$ cat src/rtl/tomasulo_pkg.sv
// Shared Tomasulo definitions: tag geometry, unit IDs, multiply op codes and
// common-data-bus field layout.
package tomasulo_pkg;

  localparam int TAG_W     = 8;
  localparam int UNIT_ID_W = 5;
  // Low tag bits carry the reservation-station entry index plus one.
  localparam int IDX_W     = TAG_W - UNIT_ID_W;

  localparam logic [UNIT_ID_W-1:0] UID_ALU = 5'b00100;
  localparam logic [UNIT_ID_W-1:0] UID_MUL = 5'b01000;
  localparam logic [UNIT_ID_W-1:0] UID_LSU = 5'b01100;

  // 2'b11 is decoded as a plain low-half multiply.
  typedef enum logic [1:0] {
    OP_MUL   = 2'b00,
    OP_MULH  = 2'b01,
    OP_MULHU = 2'b10,
    OP_MULX  = 2'b11
  } mul_op_e;

  // Metadata that travels with each product through the multiplier.
  typedef struct packed {
    logic [TAG_W-1:0] tag;
    mul_op_e          op;
  } mul_meta_t;

  // CDB layout: {valid, tag[TAG_W-1:0], value[dw-1:0]}
  function automatic int cdb_w(input int dw);
    return dw + TAG_W + 1;
  endfunction

  function automatic int cdb_tag_lsb(input int dw);
    return dw;
  endfunction

  function automatic int cdb_vld_bit(input int dw);
    return dw + TAG_W;
  endfunction

endpackage

$ cat src/rtl/unit_mul_rs_if.sv
// Issue port, CDB snoop input and CDB request/grant output of the multiply unit.
interface unit_mul_rs_if #(parameter int DATA_W = 32);
  import tomasulo_pkg::*;

  logic                        issue;
  logic [1:0]                  op_in;
  logic [TAG_W-1:0]            q1_in, q2_in;
  logic [DATA_W-1:0]           v1_in, v2_in;
  logic [cdb_w(DATA_W)-1:0]    cdb;
  logic                        all_busy;
  logic [TAG_W-1:0]            issue_tag;
  logic                        cdb_request;
  logic                        cdb_grant;
  logic [DATA_W+TAG_W-1:0]     cdb_out;

  modport master (
    output issue, op_in, q1_in, q2_in, v1_in, v2_in, cdb, cdb_grant,
    input  all_busy, issue_tag, cdb_request, cdb_out
  );

  modport slave (
    input  issue, op_in, q1_in, q2_in, v1_in, v2_in, cdb, cdb_grant,
    output all_busy, issue_tag, cdb_request, cdb_out
  );

endinterface

$ cat src/rtl/mul_pipe.sv
// LAT-stage stallable multiplier. The full 2*DATA_W product is formed on entry
// and carried down the pipe with its tag and op; the half is picked at the end.
module mul_pipe import tomasulo_pkg::*; #(
  parameter int DATA_W = 32,
  parameter int LAT    = 3
) (
  input  logic              clk,
  input  logic              rst,
  input  logic              i_adv,
  input  logic              i_vld,
  input  logic [TAG_W-1:0]  i_tag,
  input  mul_op_e           i_op,
  input  logic [DATA_W-1:0] i_a,
  input  logic [DATA_W-1:0] i_b,
  output logic              o_vld,
  output logic [TAG_W-1:0]  o_tag,
  output logic [DATA_W-1:0] o_res
);

  localparam int PW = 2 * DATA_W;

  logic                     w_sext;
  logic [PW-1:0]            w_a_ext, w_b_ext, w_prod;
  logic [LAT-1:0]           r_vld_pipe;
  mul_meta_t [LAT-1:0]      r_meta;
  logic [LAT-1:0][PW-1:0]   r_prod;

  // Sign-extend only for MULH; the product modulo 2^PW is then exact for both.
  always_comb begin
    w_sext  = (i_op == OP_MULH);
    w_a_ext = {{DATA_W{w_sext & i_a[DATA_W-1]}}, i_a};
    w_b_ext = {{DATA_W{w_sext & i_b[DATA_W-1]}}, i_b};
    w_prod  = w_a_ext * w_b_ext;
  end

  // Valid shift register; every stage holds when the pipe cannot advance.
  always_ff @(posedge clk) begin
    if (rst) begin
      r_vld_pipe <= '0;
    end else if (i_adv) begin
      r_vld_pipe[0] <= i_vld;
      for (int s = 1; s < LAT; s++) r_vld_pipe[s] <= r_vld_pipe[s-1];
    end
  end

  // Data stages move in lockstep with the valid bits.
  always_ff @(posedge clk) begin
    if (i_adv) begin
      r_meta[0] <= '{tag: i_tag, op: i_op};
      r_prod[0] <= w_prod;
      for (int s = 1; s < LAT; s++) begin
        r_meta[s] <= r_meta[s-1];
        r_prod[s] <= r_prod[s-1];
      end
    end
  end

  // Half select at the tail: high half for MULH/MULHU, low half otherwise.
  always_comb begin
    o_vld = r_vld_pipe[LAT-1];
    o_tag = r_meta[LAT-1].tag;
    if (r_meta[LAT-1].op == OP_MULH || r_meta[LAT-1].op == OP_MULHU)
      o_res = r_prod[LAT-1][PW-1:DATA_W];
    else
      o_res = r_prod[LAT-1][DATA_W-1:0];
  end

endmodule

$ cat src/rtl/unit_mul_rs.sv
// Multiply functional unit: ENTRIES-deep reservation station with CDB snooping,
// oldest-ready-first dispatch into mul_pipe, and a one-entry output register
// that requests the CDB and holds its result until granted.
module unit_mul_rs import tomasulo_pkg::*; #(
  parameter int                   DATA_W  = 32,
  parameter logic [UNIT_ID_W-1:0] UNIT_ID = UID_MUL,
  parameter int                   ENTRIES = 4,
  parameter int                   LAT     = 3
) (
  input logic          clk,
  input logic          rst,
  unit_mul_rs_if.slave bus
);

  localparam int VLD_BIT = cdb_vld_bit(DATA_W);
  localparam int TAG_LSB = cdb_tag_lsb(DATA_W);

  // Entry state
  logic [ENTRIES-1:0]                r_busy, r_disp;
  mul_op_e [ENTRIES-1:0]             r_op;
  logic [ENTRIES-1:0][TAG_W-1:0]     r_q1, r_q2;
  logic [ENTRIES-1:0][DATA_W-1:0]    r_v1, r_v2;
  // r_older[i][j] = entry i was allocated before entry j
  logic [ENTRIES-1:0][ENTRIES-1:0]   r_older;

  // Output register
  logic                r_out_vld;
  logic [TAG_W-1:0]    r_out_tag;
  logic [DATA_W-1:0]   r_out_val;

  logic                w_cdb_vld;
  logic [TAG_W-1:0]    w_cdb_tag;
  logic [DATA_W-1:0]   w_cdb_val;
  logic                w_all_busy, w_alloc, w_hit1, w_hit2;
  logic [IDX_W-1:0]    w_alloc_idx;
  logic [ENTRIES-1:0]  w_rdy, w_sel;
  logic                w_adv, w_fire, w_free;
  logic [DATA_W-1:0]   w_d_a, w_d_b;
  mul_op_e             w_d_op;
  logic [TAG_W-1:0]    w_d_tag;
  logic                w_p_vld;
  logic [TAG_W-1:0]    w_p_tag;
  logic [DATA_W-1:0]   w_p_res;

  assign w_cdb_vld = bus.cdb[VLD_BIT];
  assign w_cdb_tag = bus.cdb[TAG_LSB +: TAG_W];
  assign w_cdb_val = bus.cdb[DATA_W-1:0];

  // Lowest-index free entry, from registered busy bits only.
  always_comb begin
    w_alloc_idx = '0;
    for (int k = ENTRIES-1; k >= 0; k--)
      if (!r_busy[k]) w_alloc_idx = IDX_W'(k);
  end

  assign w_all_busy    = &r_busy;
  assign w_alloc       = bus.issue & ~w_all_busy;
  assign bus.all_busy  = w_all_busy;
  assign bus.issue_tag = w_all_busy ? '0 : {UNIT_ID, w_alloc_idx + IDX_W'(1)};

  // Operand broadcast in the issue cycle is captured straight into the entry.
  assign w_hit1 = w_cdb_vld & (bus.q1_in != '0) & (w_cdb_tag == bus.q1_in);
  assign w_hit2 = w_cdb_vld & (bus.q2_in != '0) & (w_cdb_tag == bus.q2_in);

  // Ready entries, then keep only the one older than every other ready entry.
  always_comb begin
    w_rdy = '0;
    w_sel = '0;
    for (int k = 0; k < ENTRIES; k++)
      w_rdy[k] = r_busy[k] & ~r_disp[k] & (r_q1[k] == '0) & (r_q2[k] == '0);
    for (int i = 0; i < ENTRIES; i++) begin
      w_sel[i] = w_rdy[i];
      for (int j = 0; j < ENTRIES; j++)
        if (w_rdy[j] && !(r_older[i][j] || i == j)) w_sel[i] = 1'b0;
    end
  end

  // Operand mux for the selected (one-hot) entry.
  always_comb begin
    w_d_a   = '0;
    w_d_b   = '0;
    w_d_op  = OP_MUL;
    w_d_tag = '0;
    for (int k = 0; k < ENTRIES; k++) begin
      if (w_sel[k]) begin
        w_d_a   = r_v1[k];
        w_d_b   = r_v2[k];
        w_d_op  = r_op[k];
        w_d_tag = {UNIT_ID, IDX_W'(k + 1)};
      end
    end
  end

  // The whole pipe moves only when the output register can take a result.
  assign w_adv  = ~r_out_vld | bus.cdb_grant;
  assign w_free = r_out_vld & bus.cdb_grant;
  assign w_fire = w_adv & (|w_sel);

  // Entry control: free on grant, allocate on issue, mark dispatched.
  always_ff @(posedge clk) begin
    if (rst) begin
      r_busy <= '0;
      r_disp <= '0;
    end else begin
      for (int k = 0; k < ENTRIES; k++) begin
        if (w_free && r_out_tag[IDX_W-1:0] == IDX_W'(k + 1)) begin
          r_busy[k] <= 1'b0;
          r_disp[k] <= 1'b0;
        end else if (w_alloc && w_alloc_idx == IDX_W'(k)) begin
          r_busy[k] <= 1'b1;
          r_disp[k] <= 1'b0;
        end else if (w_fire && w_sel[k]) begin
          r_disp[k] <= 1'b1;
        end
      end
    end
  end

  // Entry operands: load on allocate, otherwise snoop the CDB for pending tags.
  always_ff @(posedge clk) begin
    for (int k = 0; k < ENTRIES; k++) begin
      if (w_alloc && w_alloc_idx == IDX_W'(k)) begin
        r_op[k] <= mul_op_e'(bus.op_in);
        r_q1[k] <= w_hit1 ? '0 : bus.q1_in;
        r_v1[k] <= w_hit1 ? w_cdb_val : bus.v1_in;
        r_q2[k] <= w_hit2 ? '0 : bus.q2_in;
        r_v2[k] <= w_hit2 ? w_cdb_val : bus.v2_in;
      end else if (r_busy[k]) begin
        if (w_cdb_vld && r_q1[k] != '0 && w_cdb_tag == r_q1[k]) begin
          r_q1[k] <= '0;
          r_v1[k] <= w_cdb_val;
        end
        if (w_cdb_vld && r_q2[k] != '0 && w_cdb_tag == r_q2[k]) begin
          r_q2[k] <= '0;
          r_v2[k] <= w_cdb_val;
        end
      end
    end
  end

  // Age matrix: a new entry is younger than all others. A freed entry needs no
  // update since its row/column are rewritten when it is next allocated.
  always_ff @(posedge clk) begin
    if (rst) begin
      r_older <= '0;
    end else if (w_alloc) begin
      for (int i = 0; i < ENTRIES; i++)
        for (int j = 0; j < ENTRIES; j++)
          if (IDX_W'(i) == w_alloc_idx)      r_older[i][j] <= 1'b0;
          else if (IDX_W'(j) == w_alloc_idx) r_older[i][j] <= 1'b1;
    end
  end

  mul_pipe #(.DATA_W(DATA_W), .LAT(LAT)) u_pipe (
    .clk   (clk),
    .rst   (rst),
    .i_adv (w_adv),
    .i_vld (w_fire),
    .i_tag (w_d_tag),
    .i_op  (w_d_op),
    .i_a   (w_d_a),
    .i_b   (w_d_b),
    .o_vld (w_p_vld),
    .o_tag (w_p_tag),
    .o_res (w_p_res)
  );

  // Output register: reload from the pipe tail when empty or granted, else hold.
  always_ff @(posedge clk) begin
    if (rst) begin
      r_out_vld <= 1'b0;
      r_out_tag <= '0;
      r_out_val <= '0;
    end else if (w_adv) begin
      r_out_vld <= w_p_vld;
      if (w_p_vld) begin
        r_out_tag <= w_p_tag;
        r_out_val <= w_p_res;
      end
    end
  end

  assign bus.cdb_request = r_out_vld;
  assign bus.cdb_out     = {r_out_tag, r_out_val};

endmodule

$ cat src/flat_wrapper.sv
// flat-port wrapper written by rule: the top's interface ports become plain ports
module unit_mul_rs_flat import tomasulo_pkg::*;
#(
  parameter int                   DATA_W  = 32,
  parameter logic [UNIT_ID_W-1:0] UNIT_ID = UID_MUL,
  parameter int                   ENTRIES = 4,
  parameter int                   LAT     = 3
)
  (clk, rst, bus_issue, bus_op_in, bus_q1_in, bus_q2_in, bus_v1_in, bus_v2_in, bus_cdb, bus_cdb_grant, bus_all_busy, bus_issue_tag, bus_cdb_request, bus_cdb_out);
  unit_mul_rs_if #(.DATA_W(DATA_W)) bus_i ();
  input logic clk;
  input logic rst;
  input wire logic [$bits(bus_i.issue)-1:0] bus_issue;
  input wire logic [$bits(bus_i.op_in)-1:0] bus_op_in;
  input wire logic [$bits(bus_i.q1_in)-1:0] bus_q1_in;
  input wire logic [$bits(bus_i.q2_in)-1:0] bus_q2_in;
  input wire logic [$bits(bus_i.v1_in)-1:0] bus_v1_in;
  input wire logic [$bits(bus_i.v2_in)-1:0] bus_v2_in;
  input wire logic [$bits(bus_i.cdb)-1:0] bus_cdb;
  input wire logic [$bits(bus_i.cdb_grant)-1:0] bus_cdb_grant;
  output wire logic [$bits(bus_i.all_busy)-1:0] bus_all_busy;
  output wire logic [$bits(bus_i.issue_tag)-1:0] bus_issue_tag;
  output wire logic [$bits(bus_i.cdb_request)-1:0] bus_cdb_request;
  output wire logic [$bits(bus_i.cdb_out)-1:0] bus_cdb_out;
  assign bus_i.issue = bus_issue;
  assign bus_i.op_in = bus_op_in;
  assign bus_i.q1_in = bus_q1_in;
  assign bus_i.q2_in = bus_q2_in;
  assign bus_i.v1_in = bus_v1_in;
  assign bus_i.v2_in = bus_v2_in;
  assign bus_i.cdb = bus_cdb;
  assign bus_i.cdb_grant = bus_cdb_grant;
  assign bus_all_busy = bus_i.all_busy;
  assign bus_issue_tag = bus_i.issue_tag;
  assign bus_cdb_request = bus_i.cdb_request;
  assign bus_cdb_out = bus_i.cdb_out;
  unit_mul_rs #(.DATA_W(DATA_W), .UNIT_ID(UNIT_ID), .ENTRIES(ENTRIES), .LAT(LAT)) u_core (.clk(clk), .rst(rst), .bus(bus_i));
endmodule
$ cat config.mk
export PLATFORM = sky130hd
export DESIGN_NAME = unit_mul_rs_flat
export DESIGN_NICKNAME = d
export VERILOG_FILES = /design/src/rtl/tomasulo_pkg.sv /design/src/rtl/unit_mul_rs_if.sv /design/src/rtl/mul_pipe.sv /design/src/rtl/unit_mul_rs.sv /design/src/flat_wrapper.sv
export SDC_FILE = /design/constraint.sdc
export NUM_CORES = 2
export LEC_CHECK = 0
export BUFFER_PORTS_ARGS = -buffer_cell sky130_fd_sc_hd__buf_2
export CORE_MARGIN = 2
export CORE_UTILIZATION = 40
export CTS_BUF_LIST = sky130_fd_sc_hd__clkbuf_2
export CTS_CLUSTER_DIAMETER = 60
export DETAILED_ROUTE_END_ITERATION = 16
export SYNTH_ARGS = -nofsm -noshare
export SYNTH_HDL_FRONTEND = slang
export SYNTH_SLANG_ARGS = --single-unit
$ cat constraint.sdc
create_clock -name clk -period 12.2 [get_ports clk]
set_input_delay 0 -clock clk [delete_from_list [all_inputs] [get_ports clk]]
set_output_delay 0 -clock clk [all_outputs]
set_load 0.005 [all_outputs]
# After elaboration in Yosys (flattened, before gate mapping)
# Index checks and enable logic that the tools add are counted.
[totals]
elab_cells = 324
in_bits = 127
reg_bits = 610
romBits = 0
mem_count = 0
latchBits = 0
output_inout_bits = 50
ram_bits = 0
[op_classes]
eq_ne = 23
n_mul = 1
shift = 0
div_mod_pow = 0
add_sub_neg = 1
n_lt_le_gt_ge = 0
muxes = 101
n_reduce_logical = 116
n_bitwise = 28
[op_table]
columns = ["cell", "count"]
rows = [
  ["two-way mux 32 bit", 35],
  ["two-way mux 8 bit", 26],
  ["equality test 8 bit", 10],
  ["nonzero test 8 bit", 10],
  ["logical NOT 8 bit", 8],
  ["multiplier 33 x 33 -> 64 bit", 1],
  ["logical AND 1 bit", 40],
  ["nonzero test 2 bit", 18],
  ["AND reduction 2 bit", 15],
  ["two-way mux 1 bit", 28],
  ["AND 1 bit", 21],
  ["two-way mux 3 bit", 5],
  ["OR reduction 3 bit", 5],
  ["two-way mux 7 bit", 2],
  ["equality test 3 x 2 -> 1 bit (second input constant)", 4],
  ["logical NOT 1 bit", 12],
  ["two-way mux 2 bit", 5],
  ["OR reduction 2 bit", 4],
  ["equality test 2 x 3 -> 1 bit (first input constant)", 2],
  ["equality test 3 x 1 -> 1 bit (second input constant)", 2],
  ["NOT 1 bit", 6],
  ["equality test 2 x 1 -> 1 bit (second input constant)", 2],
  ["AND reduction 4 bit", 1],
  ["OR reduction 4 bit", 1],
  ["other kinds (7)", 7],
]

# Depth between registers and ports, before layout
[depth]
word_depth = 15
mapped_depth = 42
depth_no_buf = 38

# Hierarchy
# From an unflattened synthesis, not the netlist that was laid out.
[hier_totals]
hier_cells = 6181
area_unflattened_um2 = 64903.5
[modules_own_cells]
columns = ["mod", "area_per_inst_um2", "cells_per_inst", "seq_area_each_um2", "n_inst"]
rows = [
  ["mul_pipe", 45287.2, 4535, 6726.5, 1],
  ["unit_mul_rs", 19616.3, 1646, 11070.6, 1],
]

# Least setup slack after synthesis
# OpenSTA, ideal clock, no wires.
[synth_timing]
path_type = "reg2reg"
from = "reg u_core.r_q1[4] (netlist name)"
to = "reg u_core.u_pipe.r_prod[62] (netlist name) (data pin)"
required_ns = 11.937
arrival_time_ns = 10.379
setup_slack_ns = 1.558
stages_incl_launch_ff = 35
period_less_slack_ns = 10.642
path_cell_list = "edfxtp_1 -> or4_1 -> or4_4 -> or2_4 -> o221ai_2 -> buf_4 -> clkbuf_1 -> buf_2 -> mux2i_1 -> nor2_1 -> fa_1 -> inv_1 -> fa_1 -> inv_1 -> fa_1 -> fa_1 -> inv_1 -> fa_1 -> fa_1 -> fa_1 -> inv_1 -> fa_1 -> ha_1 -> clkbuf_1 -> a21o_1 -> a21o_1 -> a221o_1 -> a221o_1 -> a31oi_1 -> o21ai_0 -> o221ai_1 -> o211ai_1 -> a31o_2 -> a311oi_1 -> xnor2_1"
[synth_via]
elab_chain_len = 13
[synth_rtl]
columns = ["element", "line_no", "text"]
rows = [
  ["start: declaration", "unit_mul_rs.sv:21", "logic [ENTRIES-1:0][TAG_W-1:0] r_q1, r_q2;"],
  ["start signal: indexed assignment", "unit_mul_rs.sv:124", "r_q1[k] <= w_hit1 ? '0 : bus.q1_in;"],
  ["logical NOT 8 bit (*)", "unit_mul_rs.sv:70", "w_rdy[k] = r_busy[k] & ~r_disp[k] & (r_q1[k] == '0) & (r_q2[k] == '0);"],
  ["AND 1 bit (*) (2 in a row)", "unit_mul_rs.sv:70", ""],
  ["two-way mux 1 bit / logical AND 1 bit (equally long branches)", "unit_mul_rs.sv:74", "if (w_rdy[j] && !(r_older[i][j] || i == j)) w_sel[i] = 1'b0;"],
  ["two-way mux 1 bit (2 in a row)", "unit_mul_rs.sv:74", ""],
  ["two-way mux 2 bit / two-way mux 1 bit (equally long branches)", "unit_mul_rs.sv:85, unit_mul_rs.sv:74", ""],
  ["two-way mux 2 bit (3 in a row)", "unit_mul_rs.sv:85", "if (w_sel[k]) begin"],
  ["equality test 2 x 1 -> 1 bit", "mul_pipe.sv:30", "w_sext = (i_op == OP_MULH);"],
  ["AND 1 bit (on tied branches)", "mul_pipe.sv:31, mul_pipe.sv:32", ""],
  ["multiplier 33 x 33 -> 64 bit (*)", "mul_pipe.sv:33", "w_prod = w_a_ext * w_b_ext;"],
  ["net u_core.u_pipe.w_prod[62]", "mul_pipe.sv:23", "logic [PW-1:0] w_a_ext, w_b_ext, w_prod;"],
  ["end signal: indexed assignment", "mul_pipe.sv:53", "r_prod[s] <= r_prod[s-1];"],
  ["end: declaration", "mul_pipe.sv:26", "logic [LAT-1:0][PW-1:0] r_prod;"],
]
# The timed path passes the listed nets; every way through them passes the cells marked *.
# A chain may end at the register's enable or synchronous reset.

# Worst setup path after layout
[layout_timing]
from = "reg u_core.r_q2[11] (netlist name)"
to = "reg u_core.u_pipe.r_prod[45] (netlist name) (data pin)"
[layout_via]
elab_chain_len = 13
[layout_rtl]
columns = ["element", "line_no", "text"]
rows = [
  ["start: declaration", "unit_mul_rs.sv:21", ""],
  ["start signal: indexed assignment", "unit_mul_rs.sv:126", "r_q2[k] <= w_hit2 ? '0 : bus.q2_in;"],
  ["logical NOT 8 bit (*)", "unit_mul_rs.sv:70", ""],
  ["AND 1 bit (*)", "unit_mul_rs.sv:70", ""],
  ["logical AND 1 bit", "unit_mul_rs.sv:74", ""],
  ["two-way mux 1 bit (3 in a row)", "unit_mul_rs.sv:74", ""],
  ["two-way mux 2 bit (4 in a row)", "unit_mul_rs.sv:85", ""],
  ["equality test 2 x 1 -> 1 bit", "mul_pipe.sv:30", ""],
  ["AND 1 bit (on tied branches)", "mul_pipe.sv:31, mul_pipe.sv:32", ""],
  ["multiplier 33 x 33 -> 64 bit (*)", "mul_pipe.sv:33", ""],
  ["net u_core.u_pipe.w_prod[45]", "mul_pipe.sv:23", ""],
]
# Marks and branches as above.

==> impl_results.md <==
- # setup viols final: 0
- Min Tclk post-route: ~12000 ps
- Hold depth: 4
- Final hold slack: 204 ps
- Synthesized instance count: around 6000
- Vias in the first global route: 50200
- Slew Limit Fails: 0
- Commonest cells post-synth: inv_1 (1227), fa_1 (1125), nand2_1 (1031)
- Post-DRT Antenna Nets: 0
- Worst skew pair latency: 1650 ps
- Final Hold Fails: 0
- Routed WL: roughly 200000 um
- Root buffer cell: clkbuf_2
- Largest net degree at the start of global routing: slightly below 80
- Grt ovf: 0
- Buffers on Ports: 168
- Async SR Flop Fraction: 0%
- 1st-iter DRT viols: ~4300
- Die Y-Extent: 402 um
- RSZ-0062 raised after global routing: no
- Fmax: around 0.084 GHz
- Post-synth EDFFs: 538
- Starting Density: around 40%
- GRT Total Usage: between 20% and 30%
- Hold Crit Endpoint: u_core.r_v2[121]
- Synth area leader: fa_1
- Tcrit/Tclk final: 97.2%
- Slew @ Worst Pin: around 1200 ps
- # DRC: 0
- Initial antenna violation count: 27
- Synth Flop Type: edfxtp_1
- Routed wl met2: 89800 um
- WP data required: roughly 13000 ps
- Clock skew: 244 ps
- Wire per inst: 22.0 um
- Clk slew on worst S/H paths: roughly 100 ps
- Startpoint types: register
- Core area: ~0.16 mm^2
- Vias per std cell: around 5.2
- Cell area after synthesis: between 0.06 and 0.07 mm^2
- Share of cells above drive strength 1: between 10 and 15%
- Critical path's slowest cell: mux2i_1
- Arrival @ worst endpoint: ~13000 ps
- Peak VDD IR: ~0.000076 V
- Worst setup EP type: register
- Final HPWL DP: between 100000 and 150000 um
- Outcome: complete, no violations
- Row count: about 150
- Max layer used: met5
- Post-Syn Area per Cell: approximately 11 um^2
- Reg2Reg Depth: 34
- Crit path buf inv count: 5
- TritonCTS clock tree: yes
- Total die area: approximately 0.16 mm^2
- TNS Setup: 0 ps
- Layout area overhead: 15.9%
- Top cell type's share of synthesized area: between 30% and 40%
- Synth Register Bits: approximately 600
- CTS max path bufs: 3
- Critical path type: reg2reg
- Leak: around 32 nW
- Top-count cell post-synth: inv_1
- Routed length on met1: around 80000 um
- RR Startpoint: u_core.r_q2[11]
- CP dominant cell by count: fa_1
- Via count: approximately 47000
- RePlAce Congestion: around 0.92
- WL met3: slightly below 20000 um
- Min-delay src: bus_cdb[25]
- Max-Cap Viols: 0
- Num ports: ~180
- Slowest stage delay, CP: 830 ps
- FF-to-FF End: u_core.u_pipe.r_prod[45]
- Top post-synthesis cells by area: fa_1 (36%), edfxtp_1 (25%), inv_1 (7.3%)
- Power consumption: 4.17 mW
- First-pass GRT wire length: between 300000 and 400000 um
- Initial DRT Pass Iterations: 6
- Synth Warn #: 0
- PwrDens: about 57 mW/mm^2
- Seq/Total Area, Yosys: between 20% and 30%
- Hold WC Path Type: in2reg
- Fin nets: 8212
- Die Wd: 402 um
- Clk sinks: 598
- CP top delay family: adder cells
- Yosys cell types: 75
- Rel. slew slack: approximately 15%
- # H-tree levels: 4
- CP Max Fanout: 9
- Reg2Reg Setup Slack: 340 ps
- Total CTS buffers: ~150
## worst min-delay path: stages
cell           delay (ps)
dlygate4sd3_1         560
buf_2                 130
dlygate4sd3_1         730
mux2_2                220
## cell families after synthesis
| group | count (synthesis) | synth area share [%] |
|---|---|---|
| buffers and inverters | 1514 | 9.81 |
| muxes | 333 | 5.78 |
| other | 1 | 0.00592 |
| and+or+nand+nor | 1671 | 10.8 |
| adders and majority gates | 1341 | 39.8 |
| AOI/OAI and AO/OA | 405 | 4.30 |
| xor gates and xnor gates | 152 | 2.10 |
| DFF | 598 | 27.4 |
## stage by stage
step                std cells  util (%)  area (um^2)  setup slack [ps]
global placement         8159      42.4        66900               431
detailed placement       8159      42.4        66900               396
CTS                      8929      46.5        73400               269
floorplan                6022         -        63400              1560
finish                   8953      46.6        73500               340
global route             8943      46.5        73500              3.58
## state kept, by name (all words and copies together) (netlist names)
| register | count |
|---|---|
| u_core.u_pipe.r_prod | 192 |
| u_core.r_v1 | 128 |
| u_core.r_v2 | 128 |
| u_core.r_out_val | 32 |
| u_core.r_q1 | 32 |
| u_core.r_q2 | 32 |
| u_core.u_pipe.r_meta | 14 |
| u_core.r_older | 12 |
| u_core.r_op | 8 |
| u_core.r_busy | 4 |
| u_core.r_disp | 4 |
| u_core.r_out_tag | 4 |
| u_core.u_pipe.o_tag | 4 |
| u_core.u_pipe.r_vld_pipe | 3 |
| u_core.bus.cdb_request | 1 |
## cell type report
cell class	instances	area, um^2
antenna	23	57.6
clock buffer	220	1100
clock inverter	47	342
fill	14600	84300
inverter	1229	4610
multi-input combinational	3910	40100
sequential	598	17400
tap	2072	2590
timing repair buffer	854	7340
## metal layers
metal	vias to the layer above	track usage, %
met2	2471	39.2
met1	23700	32.4
li1	20200	-
met5	-	0.0297
met4	10	10.6
met3	568	6.23
## worst max-delay path by stage
stage,from,endpoint,slack (ps),depth (start not counted)
floorplan,u_core.r_q1[4],u_core.u_pipe.r_prod[62],1560,34
global placement,u_core.r_q1[4],u_core.u_pipe.r_prod[41],430,37
detailed placement,u_core.r_q1[3],u_core.u_pipe.r_prod[45],400,37
CTS,u_core.r_q1[3],u_core.u_pipe.r_prod[45],270,37
global route,u_core.r_q2[15],u_core.u_pipe.r_prod[63],4,37
finish,u_core.r_q2[11],u_core.u_pipe.r_prod[45],340,34
## cell usage in the layout, fill, tap and decap left out, drive strengths merged, types with 9 or more instances in the layout
cell / instances
inv: 1239
fa: 1125
nand2: 1055
edfxtp: 538
dlygate4sd3: 503
nor2: 410
buf: 351
mux2: 263
clkbuf: 220
ha: 216
xnor2: 102
o21ai: 93
a21oi: 79
mux2i: 70
dfxtp: 60
a22oi: 57
xor2: 50
and2: 46
a211oi: 44
a21o: 34
clkinv: 30
diode: 23
nand2b: 22
nand4: 21
and3: 21
nor3: 21
o211ai: 20
nor4: 20
nand3: 17
or4: 9
nor2b: 9
## power by group
part	switching [mW]	internal (mW)
combinational	0.196	0.216
clock	0.895	0.567
sequential	0.0210	2.27
## repair_timing
action	CTS	global route
setup buffers	0	1
gates resized for setup	0	5
hold buffers	503	0
hold endpoints to repair	815	0
endpoints found under the setup margin	0	9
(Power assumes the default switching activity.)
